--- config.mk ---
export PLATFORM = sky130hd
export DESIGN_NAME = rotl_seq
export DESIGN_NICKNAME = d
export VERILOG_FILES = /design/src/rtl/rotl_seq.sv
export SDC_FILE = /design/constraint.sdc
export NUM_CORES = 1
export LEC_CHECK = 0
export ABC_CLOCK_PERIOD_IN_PS = 5000
export CAP_MARGIN = 25
export CORE_UTILIZATION = 30
export CTS_CLUSTER_DIAMETER = 120
export DETAILED_ROUTE_END_ITERATION = 10
export DONT_BUFFER_PORTS = 1
export PLACE_DENSITY_LB_ADDON = 0.12
export SLEW_MARGIN = 10
export SYNTH_ARGS = -nofsm -noshare
export SYNTH_HDL_FRONTEND = slang
export SYNTH_SLANG_ARGS = --single-unit
--- constraint.sdc ---
create_clock -name clk -period 5 [get_ports clk]
set_input_delay 1 -clock clk [delete_from_list [all_inputs] [get_ports clk]]
set_output_delay 1 -clock clk [all_outputs]
set_load 0.005 [all_outputs]
--- src/rtl/rotl_seq.sv ---
// rtl/rotl_seq.sv - sequential left rotate/shift engine, one bit step per clock
module rotl_seq #(
  parameter int WIDTH = 16,
  parameter int CNT_W = 4
) (
  input  logic             clk,
  input  logic             reset_n,
  input  logic             start,
  input  logic [WIDTH-1:0] A_in,
  input  logic [CNT_W-1:0] amount,
  input  logic             mode,
  output logic             busy,
  output logic [WIDTH-1:0] A_out,
  output logic             carry_out,
  output logic             out_valid,
  input  logic             out_ready
);

  typedef enum logic [1:0] {
    S_IDLE  = 2'd0,
    S_SHIFT = 2'd1,
    S_HOLD  = 2'd2
  } state_t;

  localparam logic [CNT_W-1:0] CNT_ONE = {{(CNT_W-1){1'b0}}, 1'b1};

  state_t           state;
  state_t           state_nxt;
  logic [CNT_W-1:0] cnt;
  logic             mode_r;

  // State register; reset aborts any operation in flight.
  always_ff @(posedge clk or negedge reset_n) begin
    if (!reset_n) begin
      state <= S_IDLE;
    end else begin
      state <= state_nxt;
    end
  end

  // Next-state and handshake outputs; start is only looked at in IDLE.
  always_comb begin
    state_nxt = state;
    busy      = 1'b0;
    out_valid = 1'b0;
    case (state)
      S_IDLE: begin
        if (start) begin
          state_nxt = S_SHIFT;
        end
      end
      S_SHIFT: begin
        busy = 1'b1;
        if (cnt == '0) begin
          state_nxt = S_HOLD;
        end
      end
      S_HOLD: begin
        busy      = 1'b1;
        out_valid = 1'b1;
        if (out_ready) begin
          state_nxt = S_IDLE;
        end
      end
      default: begin
        state_nxt = S_IDLE;
      end
    endcase
  end

  // Working register: latch on accept, one left step per SHIFT cycle until
  // the count is exhausted, then frozen while the result is presented.
  always_ff @(posedge clk or negedge reset_n) begin
    if (!reset_n) begin
      A_out     <= '0;
      carry_out <= 1'b0;
      cnt       <= '0;
      mode_r    <= 1'b0;
    end else begin
      case (state)
        S_IDLE: begin
          if (start) begin
            A_out     <= A_in;
            cnt       <= amount;
            mode_r    <= mode;
            carry_out <= 1'b0;
          end
        end
        S_SHIFT: begin
          if (cnt != '0) begin
            carry_out <= A_out[WIDTH-1];
            A_out     <= {A_out[WIDTH-2:0], mode_r ? 1'b0 : A_out[WIDTH-1]};
            cnt       <= cnt - CNT_ONE;
          end
        end
        default: begin
        end
      endcase
    end
  end

endmodule

==> Yosys cells after proc, flatten, opt, wreduce, memory -nomap -nowiden <==
Cells that the tools add are included.
{ "op_classes": {"n_mux": 16, "n_reduce_logical": 8, "n_eq_ne": 6, "addsub": 1} }
{ "ops": {"columns": ["cell", "count"], "rows": [
  ["$mux 16", 2],
  ["$pmux 16 s2", 1],
  ["$mux 4", 2],
  ["$ne 2x2->1 const B", 4],
  ["$pmux 4 s2", 1],
  ["$mux 2", 3],
  ["$pmux 2 s3", 1],
  ["$reduce_and 3->1", 2],
  ["$mux 1", 5],
  ["$logic_not 4->1", 1],
  ["$reduce_bool 4->1", 1],
  ["$sub 4x1->4 const B", 1],
  ["$eq 2x1->1 const B", 1],
  ["$eq 2x2->1 const B", 1],
  ["$logic_not 2->1", 1],
  ["$pmux 1 s2", 1],
  ["$reduce_and 2->1", 1],
  ["$reduce_bool 2->1", 1],
  ["$reduce_or 2->1", 1]
]} }
{ "word_totals": {"reg_bits": 24, "out_inout_bits": 19, "inputBits": 25} }

==> Longest topological paths before layout <==
Gate-level depths: netlist (run 1).
{ "depth": {"ltp_word": 3, "ltp_mapped": 7, "ltp_nobuf": 5} }

==> Worst setup path before layout (run 1) <==
OpenSTA, ideal clock, no wires.
{ "synth_path": {"kind": "in2reg", "startpoint": "in start", "endpoint": "reg A_out[0]", "arrival_time_ns": 1.800, "setup_slack_ns": 3.075, "setup_time_ns": 0.125, "t_required_ns": 4.875, "cell_stages": 3, "cell_sequence": "mux2i_1 -> nor2_2 -> mux2_2"} }
{ "synth_via": {"elab_chain_len": 2} }
{ "synth_rtl": {"columns": ["element", "line_no", "source"], "rows": [
  ["start: declaration", "8", "input logic start,"],
  ["$ne 2x2->1 (no line)", null, null],
  ["$reduce_and 3->1 (no line)", null, null],
  ["end signal: assignment", "83", "A_out <= A_in;"],
  ["end signal: assignment", "92", "A_out <= {A_out[WIDTH-2:0], mode_r ? 1'b0 : A_out[WIDTH-1]};"],
  ["end: declaration", "13", "output logic [WIDTH-1:0] A_out,"]
]} }
Every way passes these cells.
A chain may end at the register's enable or synchronous reset.

==> Worst setup path in the final report (run 1) <==
{ "layout_path": {"startpoint": "reg state[1]", "endpoint": "reg cnt[0]"} }
{ "layout_via": {"elab_chain_len": 3, "elab_cells_between_ends": 7, "cone_classes": "eq/ne: 3; mux: 1; reduce/logical: 3"} }
{ "layout_rtl": {"columns": ["element", "line_no", "source"], "rows": [
  ["start: declaration", "27", "state_t state;"],
  ["start signal: assignment", "37", "state <= state_nxt;"],
  ["$eq 2x1->1 / $logic_not 2->1 (equally long branches)", "80", "case (state)"],
  ["$ne 2x2->1 (no line) / $reduce_bool 2->1 (equally long branches)", null, null],
  ["$reduce_and 3->1 (no line)", null, null],
  ["end signal: assignment", "84", "cnt <= amount;"],
  ["end signal: assignment", "93", "cnt <= cnt - CNT_ONE;"],
  ["end: declaration", "29", "logic [CNT_W-1:0] cnt;"]
]} }
Several ways; a longest one is shown, not always the timed one.

==> impl_metrics.tcl, run 1 <==
set metrics [dict create \
    fin_skew_ns 0.00584 \
    rsz0062_at_grt "false" \
    rows 23 \
    worstSetupPathType "register to register" \
    grt_pass1_vias 976 \
    synth.distinct_cells 25 \
    hpwl_mm 2.13 \
    numClockSinks 24 \
    drc 0 \
    r2r_cells 6 \
    power_density_nw_per_um2 716 \
    arrival_ns 2.92 \
    ys_ff_latch 24 \
    hp-class "input port to asynchronous set/reset pin" \
    die_w_microns 68.0 \
    crit_chain "inv_1 -> ha_1 -> buf_4 -> nand4bb_1 -> o2111ai_1 -> o21ai_0" \
    crit_family "simple AND/OR/NAND/NOR gates" \
    drt_first_pass_iters 4 \
    root_buffer "clkbuf_8" \
    initial_core_util_pct 32.0 \
    pin_count 44 \
    grt_util_all_layers_pct 14.5 \
    critPathCaptureType "register" \
    tns_ns 0 \
    layout-drive-gt1-share_pct 8.80 \
    vias 941 \
    wl_met3_microns 230 \
    post_cts_resized 0 \
    dieArea_sq_um 4620 \
    insertedDiodeCount 0 \
    vias_per_cell 5.38 \
    cp_max_fo 19 \
    core_area_sq_um 4090 \
    mostFrequentLayoutCell "a21oi_1" \
    grt_first_pass_wirelength_mm 4.86 \
    drtIter0Drc 50 \
    rr_startpoint "state[1]" \
    syn_to_final_growth_pct 8.24 \
    n_fill_cell 430 \
    post_cts_buffers 0 \
    htreeDepth 1 \
    crit_slowest_cell "nand4bb_1" \
    synth_fp_nets 158 \
    setup_viol 0 \
    avgSynthCellArea_sq_um 10.3 \
    overflow 0 \
    cts.clk_slew.worst_paths_ns 0.09 \
    tightest_slew_ns 0.800 \
    drv_slew 0 \
    port_buffers 0 \
    worstSkewPairLatency_ns 0.27 \
    cp_num_buf_inv 2 \
    maxCapViolCount 0 \
    gp_congestion 0.683 \
    relSlewSlack_pct 46.4 \
    grt_max_degree 25 \
    die_y_microns 68.0 \
    met1_length_mm 1.37 \
    clk_path_buf_depth 2 \
    fmax_mhz 360 \
    topRoutingLayerUsed "met4" \
    fin_crit_sh_pct 55.5 \
    hold_viol_final 0 \
    numCtsBuffers 3 \
    fin_crit_ns 2.77 \
    cts_tree "done" \
    ant_nets 0 \
    post_drt_wl_per_cell_microns 17.3 \
    syn_area_sq_um 1310 \
    cp.required_ns 5.15 \
    total_leakage_power_nw 0.596 \
    hold_buffers 0 \
    fin_nets 157 \
    syn_inst 127 \
    grt_antenna_before_repair 0 \
    power.total_w 0.00101 \
    routed_wl_mm 3.03 \
    startpoint_type "register" \
    vdd_ir_drop_max_mv 0.213 \
    cpPeakStageDelay_ns 0.68 \
    reg2reg_to "cnt[0]" \
    final_cell_mix "32 x a21oi_1, 24 x dfrtp_1, 17 x mux2i_1" \
    yosysSeqAreaShare_pct 46.0 \
    rrSetupSlack_ns 2.23 \
    yosys_warnings 0 \
    wl_met2_mm 1.39 \
    status "complete, no violations" \
]
==> worst max path at each step <==
stage              from       end  cells after the start
2_1_floorplan     start  A_out[0]                      3
3_3_place_gp   state[1]    cnt[0]                      6
3_5_place_dp   state[1]    cnt[0]                      6
4_1_cts        state[1]    cnt[0]                      6
5_1_grt        state[1]    cnt[1]                      6
6_report       state[1]    cnt[0]                      6
==> kinds of logic (layout without fill, tap and decap cells) <==
| logic type | count (synthesis) | in the layout | synth area share (%) |
|---|---|---|---|
| DFF | 24 | 24 | 46.0 |
| and+or+nand+nor | 20 | 20 | 9.48 |
| buffers and inverters | 16 | 14 | 5.17 |
| adders and majority gates | 6 | 6 | 5.75 |
| AOI/OAI and AO/OA | 39 | 39 | 16.3 |
| muxes | 22 | 22 | 17.3 |
==> registers in the layout, indices dropped and copies added, names as in the netlist <==
register,count
cnt,4
mode_r,1
A_out,16
carry_out,1
state,2
==> synthesized netlist by cell type <==
| library cell | count | area share [%] |
|---|---|---|
| a21oi_1 | 32 | 12 |
| a222oi_1 | 1 | 0.77 |
| and4bb_1 | 1 | 0.96 |
| buf_2 | 6 | 2.3 |
| clkbuf_1 | 1 | 0.29 |
| dfrtp_1 | 24 | 46 |
| ha_1 | 6 | 5.7 |
| inv_1 | 9 | 2.6 |
| mux2_2 | 5 | 4.3 |
| mux2i_1 | 17 | 13 |
| nand2_1 | 6 | 1.7 |
| nand3_1 | 1 | 0.38 |
| nand3b_1 | 2 | 1.1 |
| nand4_1 | 2 | 0.96 |
| nand4bb_1 | 1 | 0.86 |
| nor2_2 | 1 | 0.48 |
| nor2b_1 | 2 | 0.96 |
| nor3_1 | 2 | 0.77 |
| o2111ai_1 | 1 | 0.67 |
| o21ai_0 | 2 | 0.77 |
| o22ai_1 | 1 | 0.48 |
| o31ai_1 | 1 | 0.57 |
| o32a_1 | 1 | 0.77 |
| or3b_1 | 1 | 0.67 |
| or4_1 | 1 | 0.57 |
==> report_power, final <==
part	leakage [nW]	switching (W)	internal, W
clock	0.0357	0.0000672	0.000107
sequential	0.273	0.0000957	0.000294
combinational	0.287	0.000252	0.000196
==> routing by layer <==
metal  global-route usage, %  vias to the layer above
li1                        -                      456
met4                    5.47                        0
met1                    19.7                      448
met3                    4.17                        5
met2                    21.7                       32
met5                       0                        -
==> per-stage QoR <==
step / worst slack [ns] / instance area [sq um] / std cells / utilization (%) / hold slack (ns)
detailed placement: 2.19 / 1340 / 171 / 32.9 / 0.538
global route: 1.93 / 1410 / 175 / 34.6 / 0.392
global placement: 2.27 / 1340 / 171 / 32.9 / 0.520
CTS: 2.19 / 1410 / 175 / 34.6 / 0.403
floorplan: 3.07 / 1310 / 127 / - / 0.480
finish: 2.23 / 1410 / 175 / 34.6 / 0.407
==> final cells by class <==
class / count / area (sq um) / share of cell area (%)
Multi-Input combinational cell: 87 / 638 / 45.1
Sequential cell: 24 / 601 / 42.5
Tap cell: 50 / 62.6 / 4.42
Clock buffer: 3 / 41.3 / 2.92
Inverter: 9 / 33.8 / 2.39
Clock inverter: 1 / 30.0 / 2.12
Timing Repair Buffer: 1 / 7.51 / 0.531
==> worst register-to-register path, stage by stage, from the launching register on <==
cell and delay [ns]:
dfrtp_1 0.40, inv_1 0.12, ha_1 0.60, buf_4 0.38, nand4bb_1 0.68, o2111ai_1 0.36, o21ai_0 0.12
(Power assumes the default switching activity.)
==> inputs of run 2 (changes only) <==
Settings changed: ABC_CLOCK_PERIOD_IN_PS 5000 to 2480.
Clock period 5 ns to 2.48 ns, I/O delays scaled along.
==> run 2 against run 1 <==
Compared with the run above: combinational power increased by 110%; cell count increased by 2.9%; sequential share of layout area decreased by 1.5 points; clock skew decreased by 0.0032 ns; critical path depth decreased by 1; global-route usage decreased by 0.59 points; via count increased by 4.7%; highest routed layer unchanged.
==> impl_metrics.tcl, run 2 (same netlist as run 1, synthesis figures left out) <==
set metrics [dict create \
    status "complete, no violations" \
    numCtsBuffers 3 \
    fin_crit_ns 1.87 \
    cts_tree "done" \
    rsz0062_at_grt "false" \
    clk_path_buf_depth 2 \
    relSlewSlack_pct 72.9 \
    die_y_microns 68.0 \
    gp_congestion 0.727 \
    tns_ns 0 \
    grt_util_all_layers_pct 13.9 \
    overflow 0 \
    post_cts_buffers 0 \
    cts.clk_slew.worst_paths_ns 0.09 \
    routed_wl_mm 3.07 \
    root_buffer "clkbuf_8" \
    rr_startpoint "cnt[0]" \
    fin_nets 162 \
    crit_cells 5 \
    final_cell_mix "32 x a21oi_1, 24 x dfrtp_1, 17 x mux2i_1" \
    critPathCaptureType "register" \
    fmax_mhz 535 \
    crit_chain "inv_1 -> ha_1 -> or3b_1 -> a222oi_1 -> mux2_2" \
    final_util_pct 35.8 \
    p_comb_share_pct 45.9 \
    crit_slowest_cell "dfrtp_1" \
    numClockSinks 24 \
    n_fill_cell 426 \
    grt_antenna_before_repair 0 \
    internal-power_w 0.00124 \
    p_clk_share_pct 16.7 \
    worstSetupPathType "register to register" \
    cpPeakStageDelay_ns 0.38 \
    drt_first_pass_iters 4 \
    p_sw_share_pct 40.7 \
    worstSkewPairLatency_ns 0.27 \
    syn_to_final_growth_pct 12.1 \
    ant_nets 0 \
    vdd_ir_drop_max_mv 0.561 \
    r2r_cells 5 \
    reg2reg_to "state[0]" \
    pin_count 44 \
    rrSetupSlack_ns 0.61 \
    insertedDiodeCount 0 \
    largest_reg_flops 16 \
    initial_core_util_pct 32.0 \
    drtIter0Drc 31 \
    power.switching_w 0.000851 \
    fin_crit_sh_pct 75.4 \
    hp-class "input port to asynchronous set/reset pin" \
    cp_num_buf_inv 1 \
    arrival_ns 2.03 \
    maxCapViolCount 0 \
    die_w_microns 68.0 \
    post_cts_resized 0 \
    cp_max_fo 5 \
    startpoint_type "register" \
    dieArea_sq_um 4620 \
    hpwl_mm 2.08 \
    power_density_nw_per_um2 1430 \
    top_register "A_out" \
    setup_viol 0 \
    p_seq_share_pct 37.4 \
    grt_max_degree 25 \
    fin_skew_ns 0.00260 \
    hold_viol_final 0 \
    cp.required_ns 2.64 \
    total_leakage_power_nw 0.624 \
    rows 23 \
    layout-drive-gt1-share_pct 12.3 \
    crit_path_end "state[0]" \
    mostFrequentLayoutCell "a21oi_1" \
    drc 0 \
    hold_buffers 1 \
    vias_per_cell 5.47 \
    port_buffers 0 \
    tightest_slew_ns 0.406 \
    largestRegisters "A_out (16), cnt (4), state (2)" \
    core_area_sq_um 4090 \
    crit_family "flip-flops" \
    grt_pass1_vias 967 \
    grt_first_pass_wirelength_mm 4.72 \
    drv_slew 0 \
    vias 985 \
    crit_path_start "cnt[0]" \
    htreeDepth 1 \
    post_drt_wl_per_cell_microns 17.1 \
]
run 2: cell count changes in the layout (fill, tap and decap cells not counted), sizes merged:
cell,delta
buf,+5
run 2: layout make-up:
cell class	instances	area [sq um]	share of cell area, %
multi-input combinational	87	638	43.6
sequential	24	601	41.0
tap	50	62.6	4.27
timing repair buffer	6	57.6	3.93
clock buffer	3	41.3	2.82
inverter	9	33.8	2.31
clock inverter	1	30.0	2.05
run 2: worst min path at each step:
stage / start / to / slack (ns) / cells after the start
floorplan: reset_n / A_out[0] / 0.20 / 0
global placement: reset_n / carry_out / 0.20 / 0
detailed placement: reset_n / carry_out / 0.20 / 0
CTS: reset_n / cnt[1] / 0.02 / 1
global route: reset_n / A_out[7] / 0.02 / 1
finish: reset_n / cnt[2] / 0.03 / 1
run 2: through the flow:
step / cell area, sq um / hold WS (ns) / total power [W] / worst slack (ns) / cells
global route: 1460 / 0.0175 / 0.00227 / 0.416 / 180
detailed placement: 1370 / 0.201 / 0.00175 / 0.598 / 175
floorplan: 1310 / 0.200 / 0.00150 / 0.731 / 127
CTS: 1460 / 0.0213 / 0.00213 / 0.582 / 180
finish: 1460 / 0.0288 / 0.00209 / 0.610 / 180
global placement: 1370 / 0.201 / 0.00173 / 0.657 / 175
run 2: power by group through the flow:
stage	logic [W]	clock network (W)	registers [W]
4_1_cts	0.000975	0.000367	0.000785
6_report	0.000961	0.000350	0.000783
2_1_floorplan	0.000766	0	0.000738
3_3_place_gp	0.000939	0	0.000791
3_5_place_dp	0.000958	0	0.000792
5_1_grt	0.00108	0.000379	0.000814
run 2: per-layer routing:
metal  up-vias  share of wire, %  track usage, %
met1       482                44            17.5
met4         0              0.33            2.34
met5         -                 0               0
met2        39                48            22.9
met3         2               7.4            5.17
li1        462                 -               -
==> inputs of run 3 (changes only) <==
Settings changed: ABC_CLOCK_PERIOD_IN_PS 2480 to 1650.
Clock period 2.48 ns to 1.65 ns, I/O delays scaled along.
==> run 3 against run 2 <==
Compared with the run above: the flow now finishes with violations (negative setup slack); clock skew barely moved; maximum frequency increased by 1.2%; via count increased by 14%; register-to-register slack lost 0.81 ns; first-iteration DRC count grew 39%; critical path type unchanged; critical endpoint unchanged; largest power group unchanged; highest routed layer unchanged.
==> impl_metrics.tcl, run 3 (same netlist as run 1, synthesis figures left out) <==
set metrics [dict create \
    port_buffers 0 \
    die_w_microns 68.0 \
    crit_slowest_cell "dfrtp_1" \
    critPathCaptureType "register" \
    pin_count 44 \
    grt_antenna_before_repair 0 \
    cp_num_buf_inv 1 \
    vias_per_cell 5.54 \
    htreeDepth 1 \
    hold_viol_final 0 \
    core_area_sq_um 4090 \
    ant_nets 0 \
    power.total_w 0.00399 \
    layout-drive-gt1-share_pct 34.2 \
    status "finished, violations left" \
    overflow 0 \
    use_met1_pct 19.8 \
    largest_reg_flops 16 \
    grt_max_degree 25 \
    drtIter0Drc 43 \
    fin_skew_ns 0.00268 \
    hpwl_mm 2.32 \
    vdd_ir_drop_max_mv 1.17 \
    fin_crit_sh_pct 112 \
    routed_wl_mm 3.64 \
    initial_core_util_pct 32.0 \
    hp-class "input port to register" \
    drt_first_pass_iters 4 \
    dieArea_sq_um 4620 \
    drv_slew 0 \
    use_met3_pct 5.33 \
    worstSetupPathType "register to register" \
    tightest_slew_ns 0.446 \
    fin_crit_ns 1.85 \
    cp.required_ns 1.81 \
    drc 0 \
    worstSkewPairLatency_ns 0.27 \
    power_density_nw_per_um2 2240 \
    clk_path_buf_depth 2 \
    crit_path_start "cnt[0]" \
    total_leakage_power_nw 0.751 \
    mostFrequentLayoutCell "a21oi_1" \
    final_util_pct 43.5 \
    cpPeakStageDelay_ns 0.40 \
    root_buffer "clkbuf_8" \
    maxCapViolCount 0 \
    cts.clk_slew.worst_paths_ns 0.09 \
    arrival_ns 2.01 \
    grt_util_all_layers_pct 15.5 \
    violations "negative setup slack" \
    multi_input_area_sq_um 771 \
    top_register "A_out" \
    grt-busiest-layer "met2" \
    grt_pass1_vias 1052 \
    post_drt_wl_per_cell_microns 18.0 \
    regArea_sq_um 601 \
    insertedDiodeCount 0 \
    rows 23 \
    setup_viol 2 \
    min_from "mode" \
    grt_first_pass_wirelength_mm 5.22 \
    numClockSinks 24 \
    cp_max_fo 2 \
    final_cell_mix "27 x a21oi_1, 24 x dfrtp_1, 17 x buf_4" \
    startpoint_type "register" \
    syn_to_final_growth_pct 36.0 \
    rr_startpoint "cnt[0]" \
    pre_cts_slack_ns -0.144 \
    grt.met2_usage_pct 24.8 \
    die_y_microns 68.0 \
    relSlewSlack_pct 70.3 \
    cts_tree "done" \
    largestRegisters "A_out (16), cnt (4), state (2)" \
    crit_chain "inv_2 -> ha_4 -> or3b_4 -> a222oi_1 -> mux2_2" \
    crit_family "flip-flops" \
    numCtsBuffers 3 \
    n_fill_cell 398 \
    fin_nets 184 \
    finalWorstSetupSlack_ns -0.197 \
    vias 1119 \
    gp_congestion 0.703 \
    rsz0062_at_grt "true" \
    fmax_mhz 541 \
]
## run 3: cell types whose count changed in the layout (fill, tap and decap cells not counted), moves of 3 or more
cell | before | now
buf_4 | 5 | 17
a21oi_1 | 32 | 27
a21oi_2 | 0 | 5
buf_6 | 0 | 4
ha_1 | 6 | 3
ha_4 | 0 | 3
inv_1 | 9 | 6
inv_2 | 0 | 3
mux2_4 | 0 | 3
## run 3: metrics by stage
stage	cells	cell area, sq um	hold WS [ns]	TNS, ns
after floorplan	127	1320	0.0344	-0.104
after global placement	189	1510	0.0351	-0.237
after detailed placement	189	1510	0.0351	-1.26
after CTS	197	1660	0.198	-0.295
after global routing	202	1780	0.185	-0.462
final	202	1780	0.205	-0.388
## run 3: layer usage
metal | routed length [microns] | part of all wire (%)
met1 | 1660 | 46
met2 | 1740 | 48
met3 | 224 | 6.2
met4 | 17 | 0.47
met5 | 0 | 0
## run 3: worst paths after layout
path | end | slack [ns] | cells after the start
setup / recovery | state[0] | -0.20 | 5
hold reg to reg | mode_r | 0.52 | 1
hold / removal | mode_r | 0.21 | 1
setup reg to reg | state[0] | -0.20 | 5
min in group asynchronous | cnt[2] | 0.49 | 2
max in group asynchronous | A_out[6] | 1.01 | 2
## run 3: final cells by class
| type | instances | area share, % |
|---|---|---|
| Tap cell | 50 | 3.52 |
| Inverter | 9 | 1.90 |
| Timing Repair Buffer | 25 | 13.4 |
| Sequential cell | 24 | 33.8 |
| Clock buffer | 3 | 2.32 |
| Multi-Input combinational cell | 90 | 43.4 |
| Clock inverter | 1 | 1.69 |
## run 3: report_power, final
group | switching [W] | leakage, nW | internal [W]
clock network | 0.000210 | 0.0357 | 0.000325
logic | 0.00110 | 0.443 | 0.00119
registers | 0.000269 | 0.273 | 0.000889
total | 0.00158 | 0.751 | 0.00240
## run 3: repair_timing
| item | 4_1_cts | 5_1_grt |
|---|---|---|
| cloned | 0 | 3 |
| hold endpoints to repair | 24 | 0 |
| resized for setup | 7 | 19 |
| setup endpoints to repair | 22 | 22 |
| hold buffers | 2 | 0 |
| pin swaps | 0 | 5 |
| buffers inserted | 2 | 4 |
